==> src/rtl/net_arb_pkg.sv <==
// Shared definitions for the network-arbiter trust sequencer: legal state
// words, FSM encoding and the state-word validity check.
package net_arb_pkg;

  localparam int unsigned WORD_W = 32;

  localparam logic [WORD_W-1:0] STATE_TRUSTED   = 32'h0000_0000;
  localparam logic [WORD_W-1:0] STATE_UNTRUSTED = 32'hF0F0_F0F0;

  typedef enum logic [1:0] {
    ST_IDLE   = 2'd0,
    ST_DRAIN  = 2'd1,
    ST_SETTLE = 2'd2,
    ST_DONE   = 2'd3
  } state_e;

  // Only the two defined trust words may ever reach the state register.
  function automatic logic is_valid_state(input logic [WORD_W-1:0] v);
    return (v == STATE_TRUSTED) || (v == STATE_UNTRUSTED);
  endfunction

endpackage

==> src/rtl/network_arbiter_trust_sequencer_if.sv <==
// Requester / network / state-register bus of the trust sequencer.
//   req, req_value, net_busy : requester and network side inputs
//   ack, err                 : per-requester completion / error pulses
//   write_state_value, busy  : committed state word and sequencer activity
// master: requester/environment side; slave: the sequencer.
interface network_arbiter_trust_sequencer_if
  import net_arb_pkg::*;
#(
  parameter int unsigned NUM_REQ = 4
) ();

  logic [NUM_REQ-1:0]        req;
  logic [WORD_W*NUM_REQ-1:0] req_value;
  logic                      net_busy;
  logic [NUM_REQ-1:0]        ack;
  logic [NUM_REQ-1:0]        err;
  logic [WORD_W-1:0]         write_state_value;
  logic                      busy;

  modport master (
    output req, req_value, net_busy,
    input  ack, err, write_state_value, busy
  );

  modport slave (
    input  req, req_value, net_busy,
    output ack, err, write_state_value, busy
  );

endinterface

==> src/rtl/net_arb_rr_picker.sv <==
// Combinational round-robin search: first set request at or after ptr_i,
// wrapping at NUM_REQ.
//   req_i         : request levels
//   ptr_i         : round-robin start index
//   gnt_idx_c_o   : index of the winning requester
//   gnt_valid_c_o : at least one request is set
module net_arb_rr_picker #(
  parameter int unsigned NUM_REQ = 4,
  parameter int unsigned IDX_W   = (NUM_REQ > 1) ? $clog2(NUM_REQ) : 1
) (
  input  logic [NUM_REQ-1:0] req_i,
  input  logic [IDX_W-1:0]   ptr_i,
  output logic [IDX_W-1:0]   gnt_idx_c_o,
  output logic               gnt_valid_c_o
);

  localparam int N = int'(NUM_REQ);

  // Scan from the farthest offset down so the nearest hit is written last.
  always_comb begin
    gnt_idx_c_o   = '0;
    gnt_valid_c_o = 1'b0;
    for (int k = N - 1; k >= 0; k--) begin
      if (req_i[IDX_W'((int'(ptr_i) + k) % N)]) begin
        gnt_idx_c_o   = IDX_W'((int'(ptr_i) + k) % N);
        gnt_valid_c_o = 1'b1;
      end
    end
  end

endmodule

==> src/rtl/network_arbiter_trust_sequencer.sv <==
// Trust-state sequencer: round-robin grants a requester, validates its state
// word, waits for the network to drain, commits the word to the state
// register, holds a settle window, then acknowledges.
//   clk, rst_n : clock, asynchronous active-low reset
//   bus_if     : slave side of network_arbiter_trust_sequencer_if
// Optional build macro NET_ARB_DRAIN_TIMEOUT_EN: abort DRAIN with an error
// after DRAIN_TIMEOUT busy cycles (otherwise DRAIN waits indefinitely).
module network_arbiter_trust_sequencer
  import net_arb_pkg::*;
#(
  parameter int unsigned NUM_REQ       = 4,
  parameter int unsigned SETTLE_CYCLES = 4,
  parameter int unsigned DRAIN_TIMEOUT = 1024
) (
  input logic clk,
  input logic rst_n,
  network_arbiter_trust_sequencer_if.slave bus_if
);

  localparam int unsigned IDX_W = (NUM_REQ > 1) ? $clog2(NUM_REQ) : 1;
  localparam int unsigned CNT_W = $clog2(SETTLE_CYCLES + 1);

  if ((NUM_REQ < 2) || (NUM_REQ > 8) || (SETTLE_CYCLES < 1) || (DRAIN_TIMEOUT < 1)) begin : g_bad_params
    $error("network_arbiter_trust_sequencer: parameter out of range");
  end

  state_e             state_q, state_d;
  logic [IDX_W-1:0]   rr_ptr_q, rr_ptr_d;
  logic [IDX_W-1:0]   gnt_q, gnt_d;
  logic [WORD_W-1:0]  val_q, val_d;
  logic [WORD_W-1:0]  wsv_q, wsv_d;
  logic               err_flag_q, err_flag_d;
  logic [CNT_W-1:0]   settle_cnt_q, settle_cnt_d;
  logic [NUM_REQ-1:0] ack_q, ack_d;
  logic [NUM_REQ-1:0] err_q, err_d;
  logic               busy_q, busy_d;

  logic [IDX_W-1:0]   pick_idx;
  logic               pick_vld;
  logic [WORD_W-1:0]  pick_val;
  logic [WORD_W-1:0]  req_words [NUM_REQ];
  logic               drain_timeout_c;

  for (genvar i = 0; i < int'(NUM_REQ); i++) begin : g_words
    assign req_words[i] = bus_if.req_value[WORD_W*i +: WORD_W];
  end

`ifdef NET_ARB_DRAIN_TIMEOUT_EN
  localparam int unsigned DTO_W = $clog2(DRAIN_TIMEOUT + 1);
  logic [DTO_W-1:0] drain_cnt_q, drain_cnt_d;

  // Fires on the DRAIN_TIMEOUT-th consecutive busy cycle spent in DRAIN.
  assign drain_timeout_c = bus_if.net_busy && (drain_cnt_q == DTO_W'(DRAIN_TIMEOUT - 1));

  always_ff @(posedge clk or negedge rst_n) begin
    if (!rst_n) drain_cnt_q <= '0;
    else        drain_cnt_q <= drain_cnt_d;
  end
`else
  assign drain_timeout_c = 1'b0;
`endif

  net_arb_rr_picker #(
    .NUM_REQ (NUM_REQ),
    .IDX_W   (IDX_W)
  ) u_picker (
    .req_i         (bus_if.req),
    .ptr_i         (rr_ptr_q),
    .gnt_idx_c_o   (pick_idx),
    .gnt_valid_c_o (pick_vld)
  );

  assign pick_val = req_words[pick_idx];

  // State register.
  always_ff @(posedge clk or negedge rst_n) begin
    if (!rst_n) state_q <= ST_IDLE;
    else        state_q <= state_d;
  end

  // Next-state logic.
  always_comb begin
    state_d = state_q;
    case (state_q)
      ST_IDLE: begin
        if (pick_vld) begin
          // Invalid words and no-op requests skip straight to the ACK.
          if (!is_valid_state(pick_val) || (pick_val == wsv_q)) state_d = ST_DONE;
          else                                                  state_d = ST_DRAIN;
        end
      end
      ST_DRAIN: begin
        if (!bus_if.net_busy)     state_d = ST_SETTLE;
        else if (drain_timeout_c) state_d = ST_DONE;
      end
      ST_SETTLE: begin
        if (settle_cnt_q == CNT_W'(SETTLE_CYCLES - 1)) state_d = ST_DONE;
      end
      ST_DONE: state_d = ST_IDLE;
      default: state_d = ST_IDLE;
    endcase
  end

  // Datapath and registered-output next values.
  always_comb begin
    rr_ptr_d     = rr_ptr_q;
    gnt_d        = gnt_q;
    val_d        = val_q;
    wsv_d        = wsv_q;
    err_flag_d   = err_flag_q;
    settle_cnt_d = settle_cnt_q;
    ack_d        = '0;
    err_d        = '0;
    busy_d       = (state_d != ST_IDLE);
`ifdef NET_ARB_DRAIN_TIMEOUT_EN
    drain_cnt_d  = drain_cnt_q;
`endif
    case (state_q)
      ST_IDLE: begin
        if (pick_vld) begin
          gnt_d      = pick_idx;
          val_d      = pick_val;
          err_flag_d = !is_valid_state(pick_val);
`ifdef NET_ARB_DRAIN_TIMEOUT_EN
          drain_cnt_d = '0;
`endif
        end
      end
      ST_DRAIN: begin
        if (!bus_if.net_busy) begin
          // The only place the committed state word ever changes.
          wsv_d        = val_q;
          settle_cnt_d = '0;
        end else begin
          err_flag_d = drain_timeout_c;
`ifdef NET_ARB_DRAIN_TIMEOUT_EN
          drain_cnt_d = drain_cnt_q + DTO_W'(1);
`endif
        end
      end
      ST_SETTLE: settle_cnt_d = settle_cnt_q + CNT_W'(1);
      ST_DONE:   rr_ptr_d = (gnt_q == IDX_W'(NUM_REQ - 1)) ? '0 : gnt_q + IDX_W'(1);
      default: ;
    endcase
    // ACK/ERR decoded from the next state so they are high exactly in DONE.
    if (state_d == ST_DONE) begin
      ack_d[gnt_d] = 1'b1;
      err_d[gnt_d] = err_flag_d;
    end
  end

  // Datapath and output registers.
  always_ff @(posedge clk or negedge rst_n) begin
    if (!rst_n) begin
      rr_ptr_q     <= '0;
      gnt_q        <= '0;
      val_q        <= '0;
      wsv_q        <= STATE_TRUSTED;
      err_flag_q   <= 1'b0;
      settle_cnt_q <= '0;
      ack_q        <= '0;
      err_q        <= '0;
      busy_q       <= 1'b0;
    end else begin
      rr_ptr_q     <= rr_ptr_d;
      gnt_q        <= gnt_d;
      val_q        <= val_d;
      wsv_q        <= wsv_d;
      err_flag_q   <= err_flag_d;
      settle_cnt_q <= settle_cnt_d;
      ack_q        <= ack_d;
      err_q        <= err_d;
      busy_q       <= busy_d;
    end
  end

  assign bus_if.ack               = ack_q;
  assign bus_if.err               = err_q;
  assign bus_if.write_state_value = wsv_q;
  assign bus_if.busy              = busy_q;

endmodule
==> src/flat_wrapper.sv <==
// flat-port wrapper written by rule: the top's interface ports become plain ports
module network_arbiter_trust_sequencer_flat import net_arb_pkg::*;
#(
  parameter int unsigned NUM_REQ       = 4,
  parameter int unsigned SETTLE_CYCLES = 4,
  parameter int unsigned DRAIN_TIMEOUT = 1024
)
  (clk, rst_n, bus_if_req, bus_if_req_value, bus_if_net_busy, bus_if_ack, bus_if_err, bus_if_write_state_value, bus_if_busy);
  network_arbiter_trust_sequencer_if #(.NUM_REQ(NUM_REQ)) bus_if_i ();
  input logic clk;
  input logic rst_n;
  input wire logic [$bits(bus_if_i.req)-1:0] bus_if_req;
  input wire logic [$bits(bus_if_i.req_value)-1:0] bus_if_req_value;
  input wire logic [$bits(bus_if_i.net_busy)-1:0] bus_if_net_busy;
  output wire logic [$bits(bus_if_i.ack)-1:0] bus_if_ack;
  output wire logic [$bits(bus_if_i.err)-1:0] bus_if_err;
  output wire logic [$bits(bus_if_i.write_state_value)-1:0] bus_if_write_state_value;
  output wire logic [$bits(bus_if_i.busy)-1:0] bus_if_busy;
  assign bus_if_i.req = bus_if_req;
  assign bus_if_i.req_value = bus_if_req_value;
  assign bus_if_i.net_busy = bus_if_net_busy;
  assign bus_if_ack = bus_if_i.ack;
  assign bus_if_err = bus_if_i.err;
  assign bus_if_write_state_value = bus_if_i.write_state_value;
  assign bus_if_busy = bus_if_i.busy;
  network_arbiter_trust_sequencer #(.NUM_REQ(NUM_REQ), .SETTLE_CYCLES(SETTLE_CYCLES), .DRAIN_TIMEOUT(DRAIN_TIMEOUT)) u_core (.clk(clk), .rst_n(rst_n), .bus_if(bus_if_i));
endmodule
==> config.mk <==
export PLATFORM = sky130hd
export DESIGN_NAME = network_arbiter_trust_sequencer_flat
export DESIGN_NICKNAME = d
export VERILOG_FILES = /design/src/rtl/net_arb_pkg.sv /design/src/rtl/network_arbiter_trust_sequencer_if.sv /design/src/rtl/net_arb_rr_picker.sv /design/src/rtl/network_arbiter_trust_sequencer.sv /design/src/flat_wrapper.sv
export SDC_FILE = /design/constraint.sdc
export NUM_CORES = 1
export LEC_CHECK = 0
export BUFFER_PORTS_ARGS = -buffer_cell sky130_fd_sc_hd__buf_2
export CAP_MARGIN = 20
export CELL_PAD_IN_SITES_DETAIL_PLACEMENT = 1
export CELL_PAD_IN_SITES_GLOBAL_PLACEMENT = 1
export CORE_UTILIZATION = 42
export DETAILED_ROUTE_END_ITERATION = 10
export GPL_ROUTABILITY_DRIVEN = 0
export GPL_TIMING_DRIVEN = 0
export PLACE_DENSITY_LB_ADDON = 0.1
export SLEW_MARGIN = 20
export SYNTH_ARGS = -nofsm -noshare
export SYNTH_HDL_FRONTEND = slang
export SYNTH_SLANG_ARGS = --single-unit
==> constraint.sdc <==
create_clock -name clk -period 4.72 [get_ports clk]
set_input_delay 0.236 -clock clk [delete_from_list [all_inputs] [get_ports clk]]
set_output_delay 0.236 -clock clk [all_outputs]
set_load 0.05 [all_outputs]
==> metrics.md, run 1 <==
| Metric | Value |
|---|---|
| Metal3 WL | `972 µm` |
| Yosys cell types | `43` |
| Die width | `between 100 and 150 µm` |
| Worst vdd ir | `0.000348 V` |
| Largest family of logic cells by synthesized area | `multiplexers` |
| Worst-path fanout max | `10` |
| Synth top area share | `between 40% and 50%` |
| Fmax | `around 0.26 GHz` |
| Critical Path Sink Type | `flop` |
| CTS Buf Count | `9` |
| Worst-Skew Late Latency | `roughly 340 ps` |
| Clock slew at reported path FFs | `around 70 ps` |
| Grt total ovfl | `0` |
| Post-synthesis sequential area ratio | `43.0%` |
| Least-Margin Pin Slew | `875 ps` |
| Share of post-route cells with drive strength above 1 | `46.6%` |
| Slack of the critical path | `946 ps` |
| WP depth | `11` |
| Top cells by area, synth | `dfrtp_1 43%, mux2i_1 19%, mux2_2 15%` |
| Outcome | `complete, no violations` |
| Most common cell in the netlist | `mux2i_1` |
| Hpwl dp | `approximately 11000 µm` |
| Starting Density | `43.8%` |
| P per Cell Area | `709 nW/µm²` |
| Max_slew headroom | `approximately two fifths` |
| Vias per inst | `5.38` |
| Die Height | `109 µm` |
| Final hold slack | `282 ps` |
| Mapped Area | `4830 µm²` |
| Area of the core | `around 11000 µm²` |
| Ports | `176` |
| CP startpoint | `u_core.rr_ptr_q[0]$_DFFE_PN0N_` |
| Dpl ws | `roughly 960 ps` |
| HP Class | `in2reg` |
| Slowest cell on the critical path | `mux2i_1` |
| Critical Path Source Type | `flop` |
| Synth Area in XOR/XNOR | `5.80%` |
| First-pass GRT wire length | `21900 µm` |
| Largest net degree at the start of global routing | `55` |
| Post-CTS Resized | `0` |
| Post-Synth Adder-Cell Area | `0.777%` |
| Min cycle time layout | `between 3000 and 4000 ps` |
| Clock Tree Buf Depth | `2` |
| Crit Path Class | `reg2reg` |
| # setup viols final | `0` |
| Routed wl met2 | `7080 µm` |
| Cells along the critical path | `inv_1 -> a22o_1 -> a221oi_4 -> buf_6 -> mux2i_1 -> nand4_1 -> or4_1 -> nor3_1 -> o211ai_1 -> o211ai_2 -> nor2_1` |
| 1st-iter DRT viols | `115` |
| Crit path buffers/inverters | `2` |
| Final Hold Vio Count | `0` |
| Hold Startpoint | `bus_if_net_busy` |
| Post-synth top flop | `dfrtp_1` |
| EDFF count, synth | `0` |
| Die area | `11900 µm²` |
| P&R area growth vs syn | `28.4%` |
| Fin crit share | `~80%` |
| Reg2Reg Setup Slack | `between 900 and 1000 ps` |
| Clock skew | `~11 ps` |
| MaxCap Viol Count | `0` |
| Simple-gate share of the synthesized area | `8.13%` |
| R2R Path Start | `u_core.rr_ptr_q[0]$_DFFE_PN0N_` |
| Synth cell count leaders | `93 x mux2i_1, 83 x dfrtp_1, 66 x mux2_2` |
| Ant. Diodes | `0` |
| Clock root buffer | `clkbuf_16` |
| Max-slew violation count | `0` |
| Post-synthesis compound-gate area fraction | `4.63%` |
| Post-synthesis mux area share | `about 35%` |
| Asr flop ratio synth | `100%` |
| H-tree lvl count | `3` |
| WL met1 | `6170 µm` |
| Crit path max-delay family | `compound AO/OA/AOI/OAI gates` |
| Number of global-route vias before repair | `between 4000 and 5000` |
| Largest stage delay on the critical path | `590 ps` |
| DR vias | `between 3000 and 4000` |
| RSZ-0062 raised after global routing | `no` |
| Setup TNS | `0 ps` |
| Reg2Reg Depth | `11` |
| Syn Area/Cell | `12.0 µm²` |
| Crit path to | `u_core.bus_if.err[1]$_DFF_PN0_` |
| Row count | `38` |
| Max layer used | `met4` |
| Seq cells post-synth | `83` |
| Final WL | `14400 µm` |
| Nets | `730` |
| Leakage | `3.08 nW` |
| Residual DRC | `0` |
| Initial antenna violation count | `0` |
| Clock sinks | `83` |
| Req. time, crit path | `4940 ps` |
| Post-Syn Instances | `404` |
| Synth Warn # | `0` |
| Cell taking the most area after synthesis | `dfrtp_1` |
| Buffers on Ports | `175` |
| TritonCTS clock tree | `yes` |
| Worst Path Arrival | `between 3000 and 4000 ps` |
| Worst reg2reg endpoint | `u_core.bus_if.err[1]$_DFF_PN0_` |
| Antenna viol nets, final | `0` |
| Global Route Usage Sum | `24.9%` |
| Drt pass-1 iters | `4` |
| Synthesized Nets | `roughly 540` |
| WL/cell | `19.6 µm` |
==> cells in the final DEF, fill, tap and decap left out, types with 9 or more instances in the layout <==
cell type | synthesis | layout
nand2_1 | 12 | 12
mux2i_1 | 93 | 93
clkbuf_16 | 0 | 9
nor2_1 | 19 | 19
dfrtp_1 | 83 | 83
xor2_1 | 29 | 29
o21ai_0 | 10 | 10
mux2_2 | 66 | 66
nor4_1 | 13 | 13
clkbuf_1 | 8 | 9
buf_2 | 3 | 177
==> logic make-up (layout without fill, tap and decap cells) <==
family                     count (synthesis)  count (layout)
AOI/OAI and AO/OA                         31              31
xor gates and xnor gates                  32              32
adders and majority gates                  3               3
buffers and inverters                     26             219
DFF                                       83              83
muxes                                    159             159
and+or+nand+nor                           70              70
==> registers in the layout (all words and copies together) (netlist names), 2 cells and up <==
register,cells
u_core.bus_if.write_state_value,32
u_core.rr_ptr_q,2
u_core.bus_if.err,4
u_core.gnt_q,2
u_core.val_q,32
u_core.state_q,2
u_core.bus_if.ack,4
u_core.settle_cnt_q,3
==> what timing repair did <==
action / 4_1_cts / 5_1_grt
buffers inserted: 0 / 0
hold buffers: 1 / 0
hold endpoints to repair: 29 / 0
==> area by class of cell <==
type | count | area (µm²)
repair buffers | 177 | 916
multi-input cells | 295 | 2610
clock buffers | 11 | 243
fillers | 1254 | 4820
flip-flops and latches | 83 | 2080
plain buffers | 18 | 118
clock inverters | 5 | 38.8
inverters | 8 | 30.0
well taps | 140 | 175
==> power breakdown <==
| part | internal, W | switching [W] | total, W |
|---|---|---|---|
| combinational | 0.000916 | 0.00153 | 0.00245 |
| sequential | 0.00105 | 0.000243 | 0.00129 |
| clock | 0.000372 | 0.000287 | 0.000659 |
==> per-stage QoR <==
| step | std cells | power, W | util [%] | area (µm²) |
|---|---|---|---|---|
| 2_1_floorplan | 404 | 0.00306 | - | 4830 |
| 6_report | 737 | 0.00440 | 56.3 | 6210 |
| 5_1_grt | 737 | 0.00464 | 56.3 | 6210 |
| 3_3_place_gp | 719 | 0.00365 | 53.3 | 5880 |
| 3_5_place_dp | 720 | 0.00375 | 53.6 | 5910 |
| 4_1_cts | 737 | 0.00443 | 56.3 | 6210 |
==> worst min path at each step <==
stage | endpoint | slack (ps) | cells after the start
after global placement | u_core.val_q[10]$_DFFE_PN0P_ | 460 | 2
final | u_core.state_q[0]$_DFF_PN0_ | 280 | 2
after CTS | u_core.state_q[0]$_DFF_PN0_ | 270 | 2
after floorplan | u_core.bus_if.ack[0]$_DFF_PN0_ | -60 | 0
after detailed placement | u_core.val_q[1]$_DFFE_PN0P_ | 190 | 1
after global routing | u_core.state_q[0]$_DFF_PN0_ | 280 | 2
==> routing by layer <==
metal  GRT usage, %  vias up
met5              0        -
met4           7.14        0
met3           5.08       18
met2           43.5      138
met1           30.9     1958
li1               -     1849
No activity file was read; power rests on OpenSTA's default activity.
==> inputs of run 2 (changes only) <==
--- a/config.mk
+++ b/config.mk
@@ -9,7 +9,7 @@
 export CAP_MARGIN = 20
 export CELL_PAD_IN_SITES_DETAIL_PLACEMENT = 1
 export CELL_PAD_IN_SITES_GLOBAL_PLACEMENT = 1
-export CORE_UTILIZATION = 42
+export CORE_UTILIZATION = 39
 export DETAILED_ROUTE_END_ITERATION = 10
 export GPL_ROUTABILITY_DRIVEN = 0
 export GPL_TIMING_DRIVEN = 0
==> constraint.sdc (replaced) <==
create_clock -name clk -period 3.79 [get_ports clk]
set_input_delay 0.1895 -clock clk [delete_from_list [all_inputs] [get_ports clk]]
set_output_delay 0.1895 -clock clk [all_outputs]
set_load 0.05 [all_outputs]
==> metrics.md, run 2 (same netlist as run 1, synthesis figures left out) <==
| Metric | Value |
|---|---|
| Largest net degree at the start of global routing | `53 (-3.6%)` |
| Residual DRC | `0 (unchanged)` |
| Commonest cells after routing, fill and taps aside | `177 x buf_2, 90 x mux2i_1, 83 x dfrtp_1` |
| Crit path max-delay family | `compound AO/OA/AOI/OAI gates` |
| Grt total ovfl | `0 (unchanged)` |
| Max_slew headroom | `47.3% (+5.6 points)` |
| Clock slew at reported path FFs | `60 ps (about the same)` |
| Final hold slack | `220 ps (-61.7 ps)` |
| Critical Path Sink Type | `flop` |
| Starting Density | `40.1% (-3.7 points)` |
| Min cycle time layout | `3570 ps (-207 ps)` |
| Commonest non-fill, non-tap cell in the layout | `buf_2` |
| Initial antenna violation count | `0 (unchanged)` |
| 1st-iter DRT viols | `95 (-17%)` |
| Worst-Skew Late Latency | `340 ps (about the same)` |
| HP Class | `in2reg` |
| DP Area | `5950 µm² (+0.59%)` |
| Die area | `12800 µm² (+7.6%)` |
| Setup TNS | `0 ps (unchanged)` |
| Number of global-route vias before repair | `4335 (+4.3%)` |
| Critical Path Source Type | `flop` |
| Req. time, crit path | `4010 ps (-930 ps)` |
| Least-Margin Pin Slew | `790 ps (-84.1 ps)` |
| CTS Buf Count | `9 (unchanged)` |
| TritonCTS clock tree | `yes` |
| Drt pass-1 iters | `4 (unchanged)` |
| MaxCap Viol Count | `0 (unchanged)` |
| Final WL | `14500 µm (+0.19%)` |
| Final instance area | `6300 µm² (+1.5%)` |
| Cells along the critical path | `a21oi_1 -> o21ai_1 -> a21oi_1 -> buf_4 -> buf_4 -> buf_4 -> mux2i_1 -> mux2i_1 -> nand4_1 -> nor3_2 -> o211ai_1 -> o211ai_2 -> nor2_1` |
| # setup viols final | `0 (unchanged)` |
| P&R area growth vs syn | `30.3%` |
| Clock Tree Buf Depth | `2 (unchanged)` |
| Worst vdd ir | `0.000355 V (+2.2%)` |
| Fin crit share | `94.1% (+14 points)` |
| Slack of the critical path | `224 ps (-723 ps)` |
| P per Cell Area | `879 nW/µm² (+24%)` |
| Leakage | `3.12 nW (+1.3%)` |
| Largest stage delay on the critical path | `530 ps (-60 ps)` |
| RSZ-0062 raised after global routing | `no` |
| Ant. Diodes | `0 (unchanged)` |
| Worst-path fanout max | `10 (unchanged)` |
| Row count | `40 (+5.3%)` |
| Worst Path Arrival | `3780 ps (-210 ps)` |
| Final Hold Vio Count | `0 (unchanged)` |
| Nets | `735 (+0.68%)` |
| Share of post-route cells with drive strength above 1 | `47.8% (+1.2 points)` |
| Die width | `113 µm (+3.7%)` |
| Die Height | `113 µm (+3.7%)` |
| DR vias | `3951 (-0.30%)` |
| Global Route Usage Sum | `23.8% (-1.1 points)` |
| Clock root buffer | `clkbuf_16` |
| Ports | `176 (unchanged)` |
| Fill cell count | `1360 (+8.5%)` |
| Crit path buffers/inverters | `3 (+1)` |
| First-pass GRT wire length | `23000 µm (+5.3%)` |
| Outcome | `complete, no violations` |
| WL/cell | `18.8 µm (-4.0%)` |
| Area of the core | `12100 µm² (+9.3%)` |
| Clock skew | `5.70 ps (-5.20 ps)` |
| H-tree lvl count | `3 (unchanged)` |
| Vias per inst | `5.14 (-4.5%)` |
| Antenna viol nets, final | `0 (unchanged)` |
| Buffers on Ports | `175 (unchanged)` |
| Hpwl dp | `11000 µm (-0.22%)` |
| Max-slew violation count | `0 (unchanged)` |
| Crit-path most repeated cell | `buf_4` |
| Dpl ws | `-144 ps (-1100 ps)` |
| Clock sinks | `83 (unchanged)` |
| Crit Path Class | `reg2reg` |
| Fmax | `0.280 GHz (+5.8%)` |
| Slowest cell on the critical path | `mux2i_1` |
==> run 2: repair_timing <==
item,in CTS,in global routing
buffers inserted,0,5
hold endpoints to repair,31,0
hold buffers,1,0
pin swaps,0,1
gates resized for setup,1,4
setup endpoints to repair,10,10
==> run 2: metal layers <==
metal  up-vias  global-route usage (%)  part of all wire [%]
met1      1944                    31.8                    46
met5         -                       0                     0
met4         0                    6.05                   1.0
met2       125                    40.0                    48
li1       1871                       -                     -
met3        11                    4.12                   5.1
==> run 2: path summary, 6_finish.rpt <==
path | from | slack (ps) | end | depth (start not counted)
max reg2reg | u_core.rr_ptr_q[1]$_DFFE_PN0N_ | 220 | u_core.bus_if.err[2]$_DFF_PN0_ | 13
max | u_core.rr_ptr_q[1]$_DFFE_PN0N_ | 220 | u_core.bus_if.err[2]$_DFF_PN0_ | 13
min reg2reg | u_core.val_q[23]$_DFFE_PN0P_ | 490 | u_core.val_q[23]$_DFFE_PN0P_ | 2
min in group asynchronous | rst_n | 350 | u_core.bus_if.write_state_value[10]$_DFFE_PN0P_ | 2
min | bus_if_net_busy | 220 | u_core.state_q[1]$_DFF_PN0_ | 3
max in group asynchronous | rst_n | 2830 | u_core.bus_if.write_state_value[1]$_DFFE_PN0P_ | 3
==> run 2: through the flow <==
stage,util [%],instances,power [W]
floorplan,-,404,0.00382
global placement,49.1,747,0.00456
detailed placement,49.3,748,0.00467
CTS,51.8,764,0.00553
global route,52.2,769,0.00587
finish,52.2,769,0.00554
==> run 2: layout make-up <==
cell class / instances / area (µm²) / share of cell area [%]
timing repair buffer: 182 / 953 / 15.1
clock inverter: 2 / 10.0 / 0.159
multi-input combinational: 295 / 2630 / 41.8
sequential: 83 / 2080 / 33.0
buffer: 18 / 118 / 1.87
clock buffer: 13 / 270 / 4.29
inverter: 8 / 30.0 / 0.477
tap: 168 / 210 / 3.34
==> run 2: power by group <==
part | internal, W | switching, W
registers | 0.00131 | 0.000301
clock network | 0.000492 | 0.000339
logic | 0.00118 | 0.00192
==> run 2: tightest hold or removal path, stage by stage <==
cell and delay, ps:
buf_2 160, o21a_1 130, a21oi_1 40
==> inputs of run 3 (changes only) <==
--- a/config.mk
+++ b/config.mk
@@ -13,7 +13,7 @@
 export DETAILED_ROUTE_END_ITERATION = 10
 export GPL_ROUTABILITY_DRIVEN = 0
 export GPL_TIMING_DRIVEN = 0
-export PLACE_DENSITY_LB_ADDON = 0.1
+export PLACE_DENSITY = 0.89
 export SLEW_MARGIN = 20
 export SYNTH_ARGS = -nofsm -noshare
 export SYNTH_HDL_FRONTEND = slang
==> constraint.sdc (replaced) <==
create_clock -name clk -period 3.9 [get_ports clk]
set_input_delay 0.195 -clock clk [delete_from_list [all_inputs] [get_ports clk]]
set_output_delay 0.195 -clock clk [all_outputs]
set_load 0.05 [all_outputs]
==> metrics.md, run 3 (same netlist as run 1, synthesis figures left out) <==
| Metric | Value |
|---|---|
| Largest stage delay on the critical path | `510 ps (-20 ps)` |
| Commonest non-fill, non-tap cell in the layout | `buf_2` |
| Fin crit share | `94.0% (-0.12 points)` |
| Least-Margin Pin Slew | `839 ps (+48.4 ps)` |
| Crit path buffers/inverters | `2 (-1)` |
| H-tree lvl count | `3 (unchanged)` |
| Clock Tree Buf Depth | `2 (unchanged)` |
| Clock slew at reported path FFs | `60 ps (about the same)` |
| Global Route Usage Sum | `25.4% (+1.6 points)` |
| Slowest cell on the critical path | `or4_1` |
| Seq pwr share | `28.2% (-0.9 points)` |
| Area of the core | `12100 µm² (unchanged)` |
| Buffers on Ports | `175 (unchanged)` |
| Final Hold Vio Count | `0 (unchanged)` |
| Clock skew | `8.29 ps (+2.60 ps)` |
| Internal power | `0.00299 W (+0.47%)` |
| Share of post-route cells with drive strength above 1 | `47.2% (-0.52 points)` |
| Clock sinks | `83 (unchanged)` |
| Worst-path fanout max | `10 (unchanged)` |
| Fill cell count | `1366 (+0.44%)` |
| DR vias | `4111 (+4.0%)` |
| HP Class | `in2reg` |
| Worst reg2reg endpoint | `u_core.bus_if.err[0]$_DFF_PN0_` |
| 1st-iter DRT viols | `110 (+16%)` |
| Worst-Skew Late Latency | `350 ps (about the same)` |
| Leakage | `3.11 nW (-0.32%)` |
| # setup viols final | `0 (unchanged)` |
| Hold path depth | `2 (-1)` |
| Critical Path Source Type | `flop` |
| Req. time, crit path | `4130 ps (+120 ps)` |
| Ant. Diodes | `0 (unchanged)` |
| Initial antenna violation count | `0 (unchanged)` |
| Number of global-route vias before repair | `4492 (+3.6%)` |
| Clock root buffer | `clkbuf_16` |
| Drt pass-1 iters | `5 (+1)` |
| Hpwl dp | `11800 µm (+7.1%)` |
| Combinational share of power | `54.9% (-1.1 points)` |
| TritonCTS clock tree | `yes` |
| Slack of the critical path | `235 ps (+11.1 ps)` |
| Worst vdd ir | `0.000314 V (-12%)` |
| Crit path max-delay family | `compound AO/OA/AOI/OAI gates` |
| Commonest cells after routing, fill and taps aside | `175 x buf_2, 89 x mux2i_1, 83 x dfrtp_1` |
| R2R Path Start | `u_core.rr_ptr_q[0]$_DFFE_PN0N_` |
| CTS Buf Count | `9 (unchanged)` |
| Antenna viol nets, final | `0 (unchanged)` |
| WP depth | `11 (-2)` |
| Cells along the critical path | `inv_1 -> a22o_1 -> a221oi_4 -> buf_6 -> mux2i_1 -> nand2_1 -> or4_1 -> nor3_1 -> o211ai_1 -> o211ai_2 -> nor2_1` |
| Setup repair bufs after CTS | `0 (unchanged)` |
| Final WL | `15800 µm (+9.6%)` |
| Crit Path Class | `reg2reg` |
| P&R area growth vs syn | `30.5%` |
| Largest net degree at the start of global routing | `43 (-19%)` |
| Max_slew headroom | `44.1% (-3.2 points)` |
| Residual DRC | `0 (unchanged)` |
| Switching Share | `46.6% (+0.34 points)` |
| Clock share of power | `16.9% (+1.9 points)` |
| Reg2Reg Depth | `11 (-2)` |
| Min cycle time layout | `3670 ps (+98.9 ps)` |
| Die area | `12800 µm² (unchanged)` |
| Sw power | `0.00261 W (+1.9%)` |
| Reg2Reg Setup Slack | `230 ps (about the same)` |
| Nets | `730 (-0.68%)` |
| Fin util | `52.3% (+0.083 points)` |
| WHS Endpoint | `u_core.state_q[0]$_DFF_PN0_` |
| MaxCap Viol Count | `0 (unchanged)` |
| Row count | `40 (unchanged)` |
| Vias per inst | `5.37 (+4.6%)` |
| Fmax | `0.273 GHz (-2.7%)` |
| Ports | `176 (unchanged)` |
| Max-slew violation count | `0 (unchanged)` |
| Die width | `113 µm (unchanged)` |
| Outcome | `complete, no violations` |
| Setup TNS | `0 ps (unchanged)` |
| WL/cell | `20.7 µm (+10%)` |
| Worst Path Arrival | `3890 ps (+110 ps)` |
| Critical Path Sink Type | `flop` |
| Starting Density | `40.1% (unchanged)` |
| First-pass GRT wire length | `24200 µm (+5.1%)` |
| Die Height | `113 µm (unchanged)` |
| Hold Startpoint | `bus_if_net_busy` |
| P per Cell Area | `888 nW/µm² (+0.95%)` |
| Dpl ws | `27.3 ps (+171 ps)` |
| Grt total ovfl | `0 (unchanged)` |
## run 3: cell count changes in the layout (fill, tap and decap cells not counted), sizes merged
cell and delta:
clkinv -1, bufinv +2, clkinvlp +1, clkbuf +1, buf -7
## run 3: layout make-up
type	instances	area, µm²	area share [%]
multi-input combinational	295	2630	41.7
inverter	8	30.0	0.476
buffer	18	123	1.94
sequential	83	2080	32.9
timing repair buffer	177	908	14.4
tap	168	210	3.33
clock buffer	12	256	4.07
clock inverter	4	72.6	1.15
## run 3: worst max-delay path by stage
stage,slack (ps),from,end
2_1_floorplan,990,u_core.rr_ptr_q[0]$_DFFE_PN0N_,u_core.bus_if.err[1]$_DFF_PN0_
3_3_place_gp,270,u_core.rr_ptr_q[0]$_DFFE_PN0N_,u_core.bus_if.err[2]$_DFF_PN0_
3_5_place_dp,30,u_core.rr_ptr_q[0]$_DFFE_PN0N_,u_core.bus_if.err[0]$_DFF_PN0_
4_1_cts,140,u_core.rr_ptr_q[0]$_DFFE_PN0N_,u_core.bus_if.err[0]$_DFF_PN0_
5_1_grt,-2,u_core.rr_ptr_q[1]$_DFFE_PN0N_,u_core.bus_if.err[3]$_DFF_PN0_
6_report,230,u_core.rr_ptr_q[0]$_DFFE_PN0N_,u_core.bus_if.err[0]$_DFF_PN0_
## run 3: timing repair
action | 4_1_cts | 5_1_grt
endpoints found under the hold margin | 41 | 0
resized for setup | 1 | 6
hold buffers | 1 | 0
endpoints found under the setup margin | 1 | 9
## run 3: layer usage
metal	up-vias	wire, µm	track usage, %
li1	1859	-	-
met1	2047	6480	29.8
met2	167	7920	44.3
met3	38	856	4.39
met4	0	585	13.2
met5	-	0	0
## run 3: power groups by stage
stage / sequential [W] / clock (W) / combinational, W
2_1_floorplan: 0.00214 / 0 / 0.00156
3_3_place_gp: 0.00152 / 0 / 0.00288
3_5_place_dp: 0.00158 / 0 / 0.00300
4_1_cts: 0.00157 / 0.000956 / 0.00306
5_1_grt: 0.00163 / 0.000977 / 0.00327
6_report: 0.00158 / 0.000949 / 0.00307
## run 3: worst register-to-register path: cells and delay by family (launching register included)
family,cells,cell delay [ps]
flops,1,370
buf+inv,2,340
mux,1,390
compound gates,4,1260
simple gates,4,1200
## run 3: stage by stage
step	hold WS, ps	area [µm²]	instances	power, W
finish	206	6310	765	0.00560
floorplan	-101	4830	404	0.00371
global placement	457	5920	747	0.00440
detailed placement	217	5940	748	0.00458
global route	225	6310	765	0.00587
CTS	199	6280	765	0.00559
